==> src/rtl/vga_timing_pkg.sv <==
// ---------------------------------------------------------------------------
// vga_timing_pkg
// Timing constants for the 800x600 @ 50 MHz VGA mode. The same numbers are
// used by the timing generator. Also holds the lock-state encoding for the
// receive-side sync decoder.
// ---------------------------------------------------------------------------
package vga_timing_pkg;

  localparam int H_TOTAL = 1040;  // pixel clocks per line
  localparam int H_SYNC  = 120;   // hsync low width in pixel clocks
  localparam int V_TOTAL = 666;   // lines per frame

  typedef enum logic [1:0] {
    SEARCH  = 2'd0,
    LOCKING = 2'd1,
    LOCKED  = 2'd2
  } lock_state_t;

endpackage

==> src/rtl/sync_edge_det.sv <==
// ---------------------------------------------------------------------------
// sync_edge_det
// Brings one asynchronous sync input into the clock domain through two flops.
// A third history flop is used to detect edges on the synchronised level.
//
// Ports:
//   i_clk    clock
//   i_rst    asynchronous active-high reset (all flops go to 1, idle high)
//   i_async  asynchronous input
//   o_level  synchronised level
//   o_fall   one-cycle pulse on a synchronised 1->0 transition
//   o_rise   one-cycle pulse on a synchronised 0->1 transition
// ---------------------------------------------------------------------------
module sync_edge_det (
  input  logic i_clk,
  input  logic i_rst,
  input  logic i_async,
  output logic o_level,
  output logic o_fall,
  output logic o_rise
);

  logic r_meta;
  logic r_sync;
  logic r_hist;

  // Resetting to 1 matches the idle level of the active-low sync pulses,
  // so releasing reset never creates a false falling edge.
  always_ff @(posedge i_clk or posedge i_rst) begin
    if (i_rst) begin
      r_meta <= 1'b1;
      r_sync <= 1'b1;
      r_hist <= 1'b1;
    end else begin
      r_meta <= i_async;
      r_sync <= r_meta;
      r_hist <= r_sync;
    end
  end

  assign o_level = r_sync;
  assign o_fall  = r_hist & ~r_sync;
  assign o_rise  = ~r_hist & r_sync;

endmodule

==> src/rtl/vga_sync_decoder.sv <==
// ---------------------------------------------------------------------------
// vga_sync_decoder
// Receive side of the VGA timing interface. Recovers pixel x/y position from
// the hsync/vsync stream, measures line period, hsync width and lines per
// frame, and declares lock after LOCK_LINES consecutive in-tolerance lines.
//
// Ports:
//   clk50      pixel clock (50 MHz)
//   reset      asynchronous active-high reset
//   hsync_in   horizontal sync, active low, asynchronous
//   vsync_in   vertical sync, active low, asynchronous
//   locked     timing stable and within tolerance
//   x_pos      clocks since last hsync fall (saturates at 2047)
//   y_pos      lines since last vsync fall (saturates at 2047)
//   h_period   last measured line period in clocks
//   h_width    last measured hsync low width in clocks
//   v_lines    last measured lines per frame
//   new_frame  one-cycle pulse after a vsync fall
//   line_err   one-cycle pulse when a completed line is out of tolerance
// ---------------------------------------------------------------------------
module vga_sync_decoder #(
  parameter int H_TOTAL    = vga_timing_pkg::H_TOTAL,
  parameter int H_SYNC     = vga_timing_pkg::H_SYNC,
  parameter int TOL        = 2,
  parameter int LOCK_LINES = 4
) (
  input  logic        clk50,
  input  logic        reset,
  input  logic        hsync_in,
  input  logic        vsync_in,
  output logic        locked,
  output logic [10:0] x_pos,
  output logic [10:0] y_pos,
  output logic [11:0] h_period,
  output logic [11:0] h_width,
  output logic [10:0] v_lines,
  output logic        new_frame,
  output logic        line_err
);

  import vga_timing_pkg::*;

  logic        w_hLevel, w_hFall, w_hRise;
  logic        w_vLevel, w_vFall, w_vRise;
  logic        w_unusedVsync;
  logic [11:0] r_hcnt, r_wcnt, r_hPeriod, r_hWidth;
  logic [10:0] r_ycnt, r_vLines;
  logic        r_widthDone, r_newFrame, r_lineErr;
  logic [12:0] w_period;
  logic        w_periodOk, w_widthOk, w_lineGood, w_check, w_timeout;
  lock_state_t r_state, w_stateNext;
  logic [2:0]  r_goodCnt, w_goodCntNext;

  sync_edge_det u_hsync (
    .i_clk   (clk50),
    .i_rst   (reset),
    .i_async (hsync_in),
    .o_level (w_hLevel),
    .o_fall  (w_hFall),
    .o_rise  (w_hRise)
  );

  sync_edge_det u_vsync (
    .i_clk   (clk50),
    .i_rst   (reset),
    .i_async (vsync_in),
    .o_level (w_vLevel),
    .o_fall  (w_vFall),
    .o_rise  (w_vRise)
  );

  // Only the vsync falling edge matters for frame tracking.
  assign w_unusedVsync = w_vLevel ^ w_vRise;

  // Period of the line that ends on this hsync fall (hcnt was cleared on the
  // previous fall, so the fall cycle itself adds one).
  assign w_period   = {1'b0, r_hcnt} + 13'd1;
  assign w_periodOk = (w_period >= 13'(H_TOTAL - TOL)) && (w_period <= 13'(H_TOTAL + TOL));
  assign w_widthOk  = (r_hWidth >= 12'(H_SYNC - TOL)) && (r_hWidth <= 12'(H_SYNC + TOL));
  // A line whose sync pulse never went back high has no valid width.
  assign w_lineGood = w_periodOk && w_widthOk && r_widthDone;
  // The first fall after reset or loss of lock closes an unmeasured line.
  assign w_check    = w_hFall && (r_state != SEARCH);
  assign w_timeout  = (r_hcnt >= 12'(2 * H_TOTAL));

  // Horizontal position counter and line period capture.
  always_ff @(posedge clk50 or posedge reset) begin
    if (reset) begin
      r_hcnt    <= '0;
      r_hPeriod <= '0;
    end else if (w_hFall) begin
      r_hcnt    <= '0;
      r_hPeriod <= (r_hcnt == 12'hFFF) ? 12'hFFF : w_period[11:0];
    end else if (r_hcnt != 12'hFFF) begin
      r_hcnt <= r_hcnt + 12'd1;
    end
  end

  // Sync width: the fall cycle starts at zero, each further low cycle adds
  // one, and the rise cycle adds the final one when the width is latched.
  always_ff @(posedge clk50 or posedge reset) begin
    if (reset) begin
      r_wcnt      <= '0;
      r_hWidth    <= '0;
      r_widthDone <= 1'b0;
    end else if (w_hFall) begin
      r_wcnt      <= '0;
      r_widthDone <= 1'b0;
    end else if (w_hRise) begin
      r_hWidth    <= (r_wcnt == 12'hFFF) ? 12'hFFF : r_wcnt + 12'd1;
      r_wcnt      <= '0;
      r_widthDone <= 1'b1;
    end else if (!w_hLevel && (r_wcnt != 12'hFFF)) begin
      r_wcnt <= r_wcnt + 12'd1;
    end
  end

  // Line counter; a vsync fall takes priority over a coincident hsync fall.
  always_ff @(posedge clk50 or posedge reset) begin
    if (reset) begin
      r_ycnt     <= '0;
      r_vLines   <= '0;
      r_newFrame <= 1'b0;
      r_lineErr  <= 1'b0;
    end else begin
      r_newFrame <= w_vFall;
      r_lineErr  <= w_check && !w_lineGood;
      if (w_vFall) begin
        r_vLines <= r_ycnt;
        r_ycnt   <= '0;
      end else if (w_hFall && (r_ycnt != 11'h7FF)) begin
        r_ycnt <= r_ycnt + 11'd1;
      end
    end
  end

  // Lock state register.
  always_ff @(posedge clk50 or posedge reset) begin
    if (reset) begin
      r_state   <= SEARCH;
      r_goodCnt <= '0;
    end else begin
      r_state   <= w_stateNext;
      r_goodCnt <= w_goodCntNext;
    end
  end

  // Lock next-state logic; a missing hsync for two line times drops to SEARCH.
  always_comb begin
    w_stateNext   = r_state;
    w_goodCntNext = r_goodCnt;
    case (r_state)
      SEARCH: begin
        if (w_hFall) begin
          w_stateNext   = LOCKING;
          w_goodCntNext = '0;
        end
      end
      LOCKING: begin
        if (w_hFall) begin
          if (w_lineGood) begin
            w_goodCntNext = r_goodCnt + 3'd1;
            if (r_goodCnt == 3'(LOCK_LINES - 1)) w_stateNext = LOCKED;
          end else begin
            w_goodCntNext = '0;
          end
        end else if (w_timeout) begin
          w_stateNext = SEARCH;
        end
      end
      LOCKED: begin
        if (w_hFall) begin
          if (!w_lineGood) w_stateNext = SEARCH;
        end else if (w_timeout) begin
          w_stateNext = SEARCH;
        end
      end
      default: w_stateNext = SEARCH;
    endcase
  end

  assign locked    = (r_state == LOCKED);
  assign x_pos     = r_hcnt[11] ? 11'h7FF : r_hcnt[10:0];
  assign y_pos     = r_ycnt;
  assign h_period  = r_hPeriod;
  assign h_width   = r_hWidth;
  assign v_lines   = r_vLines;
  assign new_frame = r_newFrame;
  assign line_err  = r_lineErr;

endmodule

==> config.mk <==
export PLATFORM = sky130hd
export DESIGN_NAME = vga_sync_decoder
export DESIGN_NICKNAME = d
export VERILOG_FILES = /design/src/rtl/vga_timing_pkg.sv /design/src/rtl/sync_edge_det.sv /design/src/rtl/vga_sync_decoder.sv
export SDC_FILE = /design/constraint.sdc
export NUM_CORES = 1
export LEC_CHECK = 0
export CORE_MARGIN = 4
export CORE_UTILIZATION = 33
export CTS_CLUSTER_DIAMETER = 50
export CTS_CLUSTER_SIZE = 10
export DETAILED_ROUTE_END_ITERATION = 6
export GPL_TIMING_DRIVEN = 1
export PLACE_DENSITY = 0.5
export SYNTH_ARGS = -nofsm -noshare
export SYNTH_HDL_FRONTEND = slang
export SYNTH_SLANG_ARGS = --single-unit
export TNS_END_PERCENT = 50
==> constraint.sdc <==
create_clock -name clk50 -period 7.47 [get_ports clk50]
set_clock_uncertainty 0.15 [all_clocks]
set_input_delay 1.8675 -clock clk50 [delete_from_list [all_inputs] [get_ports clk50]]
set_output_delay 1.8675 -clock clk50 [all_outputs]
set_load 0.03 [all_outputs]
==> impl_metrics.env, run 1 <==
export IMPL_critPathLaunchType="flip-flop"
export IMPL_finalWirelength_um=9112
export IMPL_vias=3027
export IMPL_finalHoldViolCount=0
export IMPL_synthToLayoutAreaGrowth_pct=26.45
export IMPL_final_common_cell="dfrtp_1"
export IMPL_period_needed_ns=3.802
export IMPL_synth_distinct_cells=50
export IMPL_setup_tns_ns=0
export IMPL_dp_hpwl_um=6296
export IMPL_yosysWarnings=0
export IMPL_cap_violations=0
export IMPL_setup_viol=0
export IMPL_routedWlPerCell_um=14.37
export IMPL_crit_path_end_kind="primary output"
export IMPL_grt_overflow_total=0
export IMPL_portBuffers=63
export IMPL_ant_nets=0
export IMPL_clkSinkCount=84
export IMPL_syn_instance_count=408
export IMPL_ys_ff_latch=84
export IMPL_tritoncts="yes"
export IMPL_grt_pass1_vias=2911
export IMPL_outcome="finished, final reports clean"
export IMPL_start_util_pct=34.02
export IMPL_leakage_nw=2.287
export IMPL_row_count=40
export IMPL_synthArstFlopShare_pct=100.0
export IMPL_syn_area_um2=4120
export IMPL_synth_main_ff_cell="dfrtp_1"
export IMPL_io_pins=64
export IMPL_dp_cells=618
export IMPL_seq_area_frac_synth_pct=51.20
export IMPL_drt_pass1_iterations=4
export IMPL_clkLatencyLatePin_ns=0.33
export IMPL_post_route_drc_count=0
export IMPL_tightest_slew_ns=1.059
export IMPL_crit_type="reg -> out"
export IMPL_postCtsSetupBuffers=0
export IMPL_ctsResizeCount=0
export IMPL_power_total_mw=1.321
export IMPL_dieArea_um2=14340
export IMPL_cts_buffers=9
export IMPL_max_vdd_ir_drop_mv=0.1145
export IMPL_gp_congestion=0.8080
export IMPL_initialDrtViolationCount=270
export IMPL_fin_nets=474
export IMPL_htreeDepth=3
export IMPL_grt_max_degree=85
export IMPL_hold_path_class="reg -> reg"
export IMPL_cp_required_ns=5.45
export IMPL_grt_usage_pct=13.01
export IMPL_cts_path_max_buffers=2
export IMPL_antenna_found_initial=0
export IMPL_max_freq_mhz=263.0
export IMPL_n_antenna_cell=0
export IMPL_layout_common_cells="dfrtp_1, clkdlybuf4s50_1, nor2_1, nand2_1, a21oi_1"
export IMPL_cts_root_buf="clkbuf_16"
export IMPL_slew_viol_final=0
export IMPL_die_w_um=119.7
export IMPL_path_max_fanout=12
export IMPL_rsz0062_at_grt="false"
export IMPL_synthesis_nets=421
export IMPL_grt_pass1_wl_um=15080
export IMPL_slew_headroom_pct=29.41
export IMPL_synth_edf_count=0
export IMPL_drive_gt1_share_pct=12.23
export IMPL_fin_cells=634
export IMPL_p_per_area_nw_per_um2=253.5
export IMPL_ctsHoldBuffers=0
export IMPL_clkSlewWorstSetupHoldPaths_ns=0.06
export IMPL_die_h_um=119.7
export IMPL_timing_final_crit_share_pct=50.89
export IMPL_syn_avg_cell_area_um2=10.10
export IMPL_crit_arrival_ns=1.78
export IMPL_fin_util_pct=43.02
export IMPL_drt_vias_per_instance=4.774
export IMPL_coreArea_um2=12110
-- cell families (layout without fill, tap and decap cells) --
logic type | Yosys count | in the layout | synth area share [%]
fa+ha+maj | 9 | 9 | 2.733
flops | 84 | 84 | 51.20
compound gates | 73 | 73 | 10.93
xor+xnor | 28 | 28 | 5.952
mux | 19 | 19 | 5.162
buf+inv | 43 | 101 | 4.768
simple gates | 152 | 152 | 19.25
-- cell usage after synthesis, types with 2 or more instances --
cell,n,area (um^2)
dfstp_2,6,157.7
nor2_1,58,217.7
or4b_1,2,20.02
buf_6,4,45.04
nand2b_1,5,31.28
o211ai_1,2,15.01
o21ai_1,2,10.01
or2_2,9,56.30
or3_1,2,12.51
and2_1,4,25.02
nand4_1,8,50.05
o22a_1,3,26.28
buf_2,4,20.02
nand3b_1,2,15.01
a31oi_1,12,75.07
a211oi_1,2,15.01
nor4_1,3,18.77
xnor2_1,13,113.9
mux2_2,14,157.7
o21ai_0,16,80.08
and3_1,9,56.30
nand2_1,25,93.84
clkbuf_1,14,52.55
nor2b_1,3,18.77
nand4_4,2,42.54
mux2i_1,4,40.04
ha_1,9,112.6
inv_1,19,71.32
dfrtp_1,78,1952
xor2_1,15,131.4
a21oi_1,19,95.09
nand3_1,9,45.04
o31ai_1,10,75.07
buf_1,2,7.510
nor3_1,4,20.02
-- power by group --
group	switching, mW	internal [mW]
sequential	0.0502	0.496
clock	0.179	0.327
combinational	0.158	0.110
-- critical path, stage by stage (launching register included) --
cell and delay (ns):
dfrtp_1 0.53, or2_2 0.34, clkdlybuf4s50_1 0.59
-- stage by stage --
step	setup WS, ns	cell area, um^2	hold slack (ns)
floorplan	3.297	4120	0.1952
global placement	4.006	4868	0.1987
CTS	3.645	5210	0.2062
detailed placement	4.007	4868	0.1973
finish	3.668	5210	0.2047
global route	3.571	5210	0.2147
-- final timing paths --
| kind | startpoint | endpoint | slack, ns | cells after the start |
|---|---|---|---|---|
| worst min register to register | u_vsync.r_meta | u_vsync.o_level | 0.20 | 0 |
| worst max-delay path | r_hcnt[4] | x_pos[4] | 3.67 | 2 |
| worst max register to register | r_wcnt[0] | r_wcnt[6] | 4.50 | 7 |
| min in group asynchronous | reset | new_frame | 2.05 | 3 |
| max in group asynchronous | reset | r_wcnt[6] | 4.45 | 3 |
| worst min-delay path | u_vsync.r_meta | u_vsync.o_level | 0.20 | 0 |
-- layout make-up --
| cell class | instances | area (um^2) |
|---|---|---|
| fill | 1210 | 6902 |
| sequential | 84 | 2110 |
| multi-input combinational | 281 | 1823 |
| timing repair buffer | 66 | 653.1 |
| clock buffer | 10 | 229.0 |
| tap | 168 | 210.2 |
| clock inverter | 6 | 112.6 |
| inverter | 19 | 72.57 |
-- sequential cells by signal (all words and copies together), names as in the netlist, 2 cells and up --
register / cells
r_state: 2
y_pos: 11
h_width: 12
r_hcnt: 12
v_lines: 11
r_goodCnt: 3
r_wcnt: 12
h_period: 12
-- routing by layer --
layer	track usage [%]	vias to the layer above	share of wire (%)
met5	0	-	0
met4	4.295	0	1.2
met3	3.063	8	3.4
met2	20.80	52	48
met1	17.45	1458	48
li1	-	1509	-
Note: power is estimated with default switching activity, not from simulation.
==> run 2: changes to the inputs <==
Clock period 7.47 ns to 3.82 ns, I/O delays scaled along.
==> run 2 against run 1 <==
Register-to-register slack got worse by 3.2 ns; non-clock buffer count increased by 2; largest power group unchanged; critical endpoint unchanged; first-iteration DRC count is 22% lower; worst hold slack improved by 0.0032 ns; core utilization down 0.13 points.
==> impl_metrics.env, run 2 (same netlist as run 1, synthesis figures left out) <==
export IMPL_cap_violations=0
export IMPL_initialDrtViolationCount=210
export IMPL_gp_congestion=0.7712
export IMPL_cts_root_buf="clkbuf_16"
export IMPL_vias=3039
export IMPL_cts_buffers=9
export IMPL_die_w_um=119.7
export IMPL_leakage_nw=2.295
export IMPL_grt_pass1_vias=3007
export IMPL_finalHoldViolCount=0
export IMPL_placed_cell_area_um2=4896
export IMPL_layout_common_cells="dfrtp_1, clkdlybuf4s50_1, nor2_1, nand2_1, a21oi_1"
export IMPL_synthToLayoutAreaGrowth_pct=26.06
export IMPL_p_sw_mw=0.7555
export IMPL_crit_slowest_cell="clkdlybuf4s50_1"
export IMPL_drive_gt1_share_pct=12.82
export IMPL_internal_power_mw=1.684
export IMPL_p_per_area_nw_per_um2=469.8
export IMPL_outcome="finished, final reports clean"
export IMPL_row_count=40
export IMPL_max_freq_mhz=344.3
export IMPL_design_area_um2=5194
export IMPL_setup_tns_ns=0
export IMPL_ctsResizeCount=0
export IMPL_dp_hpwl_um=6542
export IMPL_crit_arrival_ns=1.80
export IMPL_io_pins=64
export IMPL_grt_overflow_total=0
export IMPL_ctsHoldBuffers=0
export IMPL_crit_type="reg -> out"
export IMPL_max_vdd_ir_drop_mv=0.1895
export IMPL_drt_vias_per_instance=4.778
export IMPL_finalWirelength_um=9199
export IMPL_fin_util_pct=42.88
export IMPL_n_antenna_cell=0
export IMPL_tightest_slew_ns=0.8572
export IMPL_critPathMaxStageDelay_ns=0.59
export IMPL_dieArea_um2=14340
export IMPL_slew_headroom_pct=42.64
export IMPL_ant_nets=0
export IMPL_clkPwrFrac_pct=34.6
export IMPL_die_h_um=119.7
export IMPL_start_util_pct=34.02
export IMPL_hold_path_class="reg -> reg"
export IMPL_fin_nets=476
export IMPL_worstPathCellList="or2_2 -> clkdlybuf4s50_1"
export IMPL_clkLatencyLatePin_ns=0.33
export IMPL_grt_usage_pct=13.32
export IMPL_cp_required_ns=2.71
export IMPL_critPathLaunchType="flip-flop"
export IMPL_portBuffers=63
export IMPL_rsz0062_at_grt="false"
export IMPL_final_setup_worst_slack_ns=0.9153
export IMPL_crit_buf_inv=1
export IMPL_combPwrFrac_pct=21.6
export IMPL_coreArea_um2=12110
export IMPL_seq_power_share_pct=43.8
export IMPL_grt_max_degree=54
export IMPL_grt_pass1_wl_um=15550
export IMPL_htreeDepth=3
export IMPL_crit_path_end_kind="primary output"
export IMPL_routedWlPerCell_um=14.46
export IMPL_path_max_fanout=12
export IMPL_tritoncts="yes"
export IMPL_cts_path_max_buffers=2
export IMPL_clkSlewWorstSetupHoldPaths_ns=0.06
export IMPL_drt_pass1_iterations=4
export IMPL_setup_viol=0
export IMPL_pre_cts_slack_ns=1.236
export IMPL_crit_family="buffers and inverters"
export IMPL_post_route_drc_count=0
export IMPL_clkSinkCount=84
export IMPL_sw_frac_of_total_pct=30.97
export IMPL_slew_viol_final=0
export IMPL_postCtsSetupBuffers=0
export IMPL_final_common_cell="dfrtp_1"
export IMPL_period_needed_ns=2.905
export IMPL_timing_final_crit_share_pct=76.04
export IMPL_antenna_found_initial=0
-- run 2: cell types whose count changed in the layout (fill, tap and decap cells not counted), sizes merged --
cell and change:
inv +1, clkinvlp -3, clkbuf +2, clkinv +3, buf +2, bufinv -3
-- run 2: per-layer routing --
metal	vias up	part of all wire, %	GRT usage, %
li1	1513	-	-
met4	0	1.4	4.223
met2	41	48	21.65
met3	8	2.9	2.875
met1	1477	48	17.80
met5	-	0	0
-- run 2: area by class of cell --
cell class	instances	area, um^2
Sequential cell	84	2110
Fill cell	1207	6918
Multi-Input combinational cell	281	1823
Clock inverter	4	31.28
Timing Repair Buffer	68	680.7
Tap cell	168	210.2
Clock buffer	12	266.5
Inverter	19	72.57
-- run 2: through the flow --
stage               total power, mW  cells  hold slack (ns)
floorplan                     1.420    408           0.1952
CTS                           2.477    636           0.2092
global placement              1.611    620           0.1961
finish                        2.440    636           0.2079
detailed placement            1.619    620           0.2000
global route                  2.563    636           0.2117
-- run 2: path summary, 6_finish.rpt --
path | start | end | slack [ns] | cells after the start
max in group asynchronous | reset | u_hsync.r_meta | 1.96 | 3
max reg2reg | r_hcnt[1] | r_goodCnt[0] | 1.26 | 7
min reg2reg | u_hsync.r_meta | u_hsync.o_level | 0.21 | 0
max | r_hcnt[4] | x_pos[4] | 0.92 | 2
min in group asynchronous | reset | v_lines[10] | 0.84 | 2
min | u_hsync.r_meta | u_hsync.o_level | 0.21 | 0
-- run 2: power groups by stage --
stage | logic [mW] | clock network, mW | registers (mW)
after global routing | 0.571 | 0.908 | 1.08
after detailed placement | 0.534 | 0 | 1.09
after global placement | 0.531 | 0 | 1.08
after CTS | 0.536 | 0.870 | 1.07
after floorplan | 0.271 | 0 | 1.15
final | 0.527 | 0.843 | 1.07
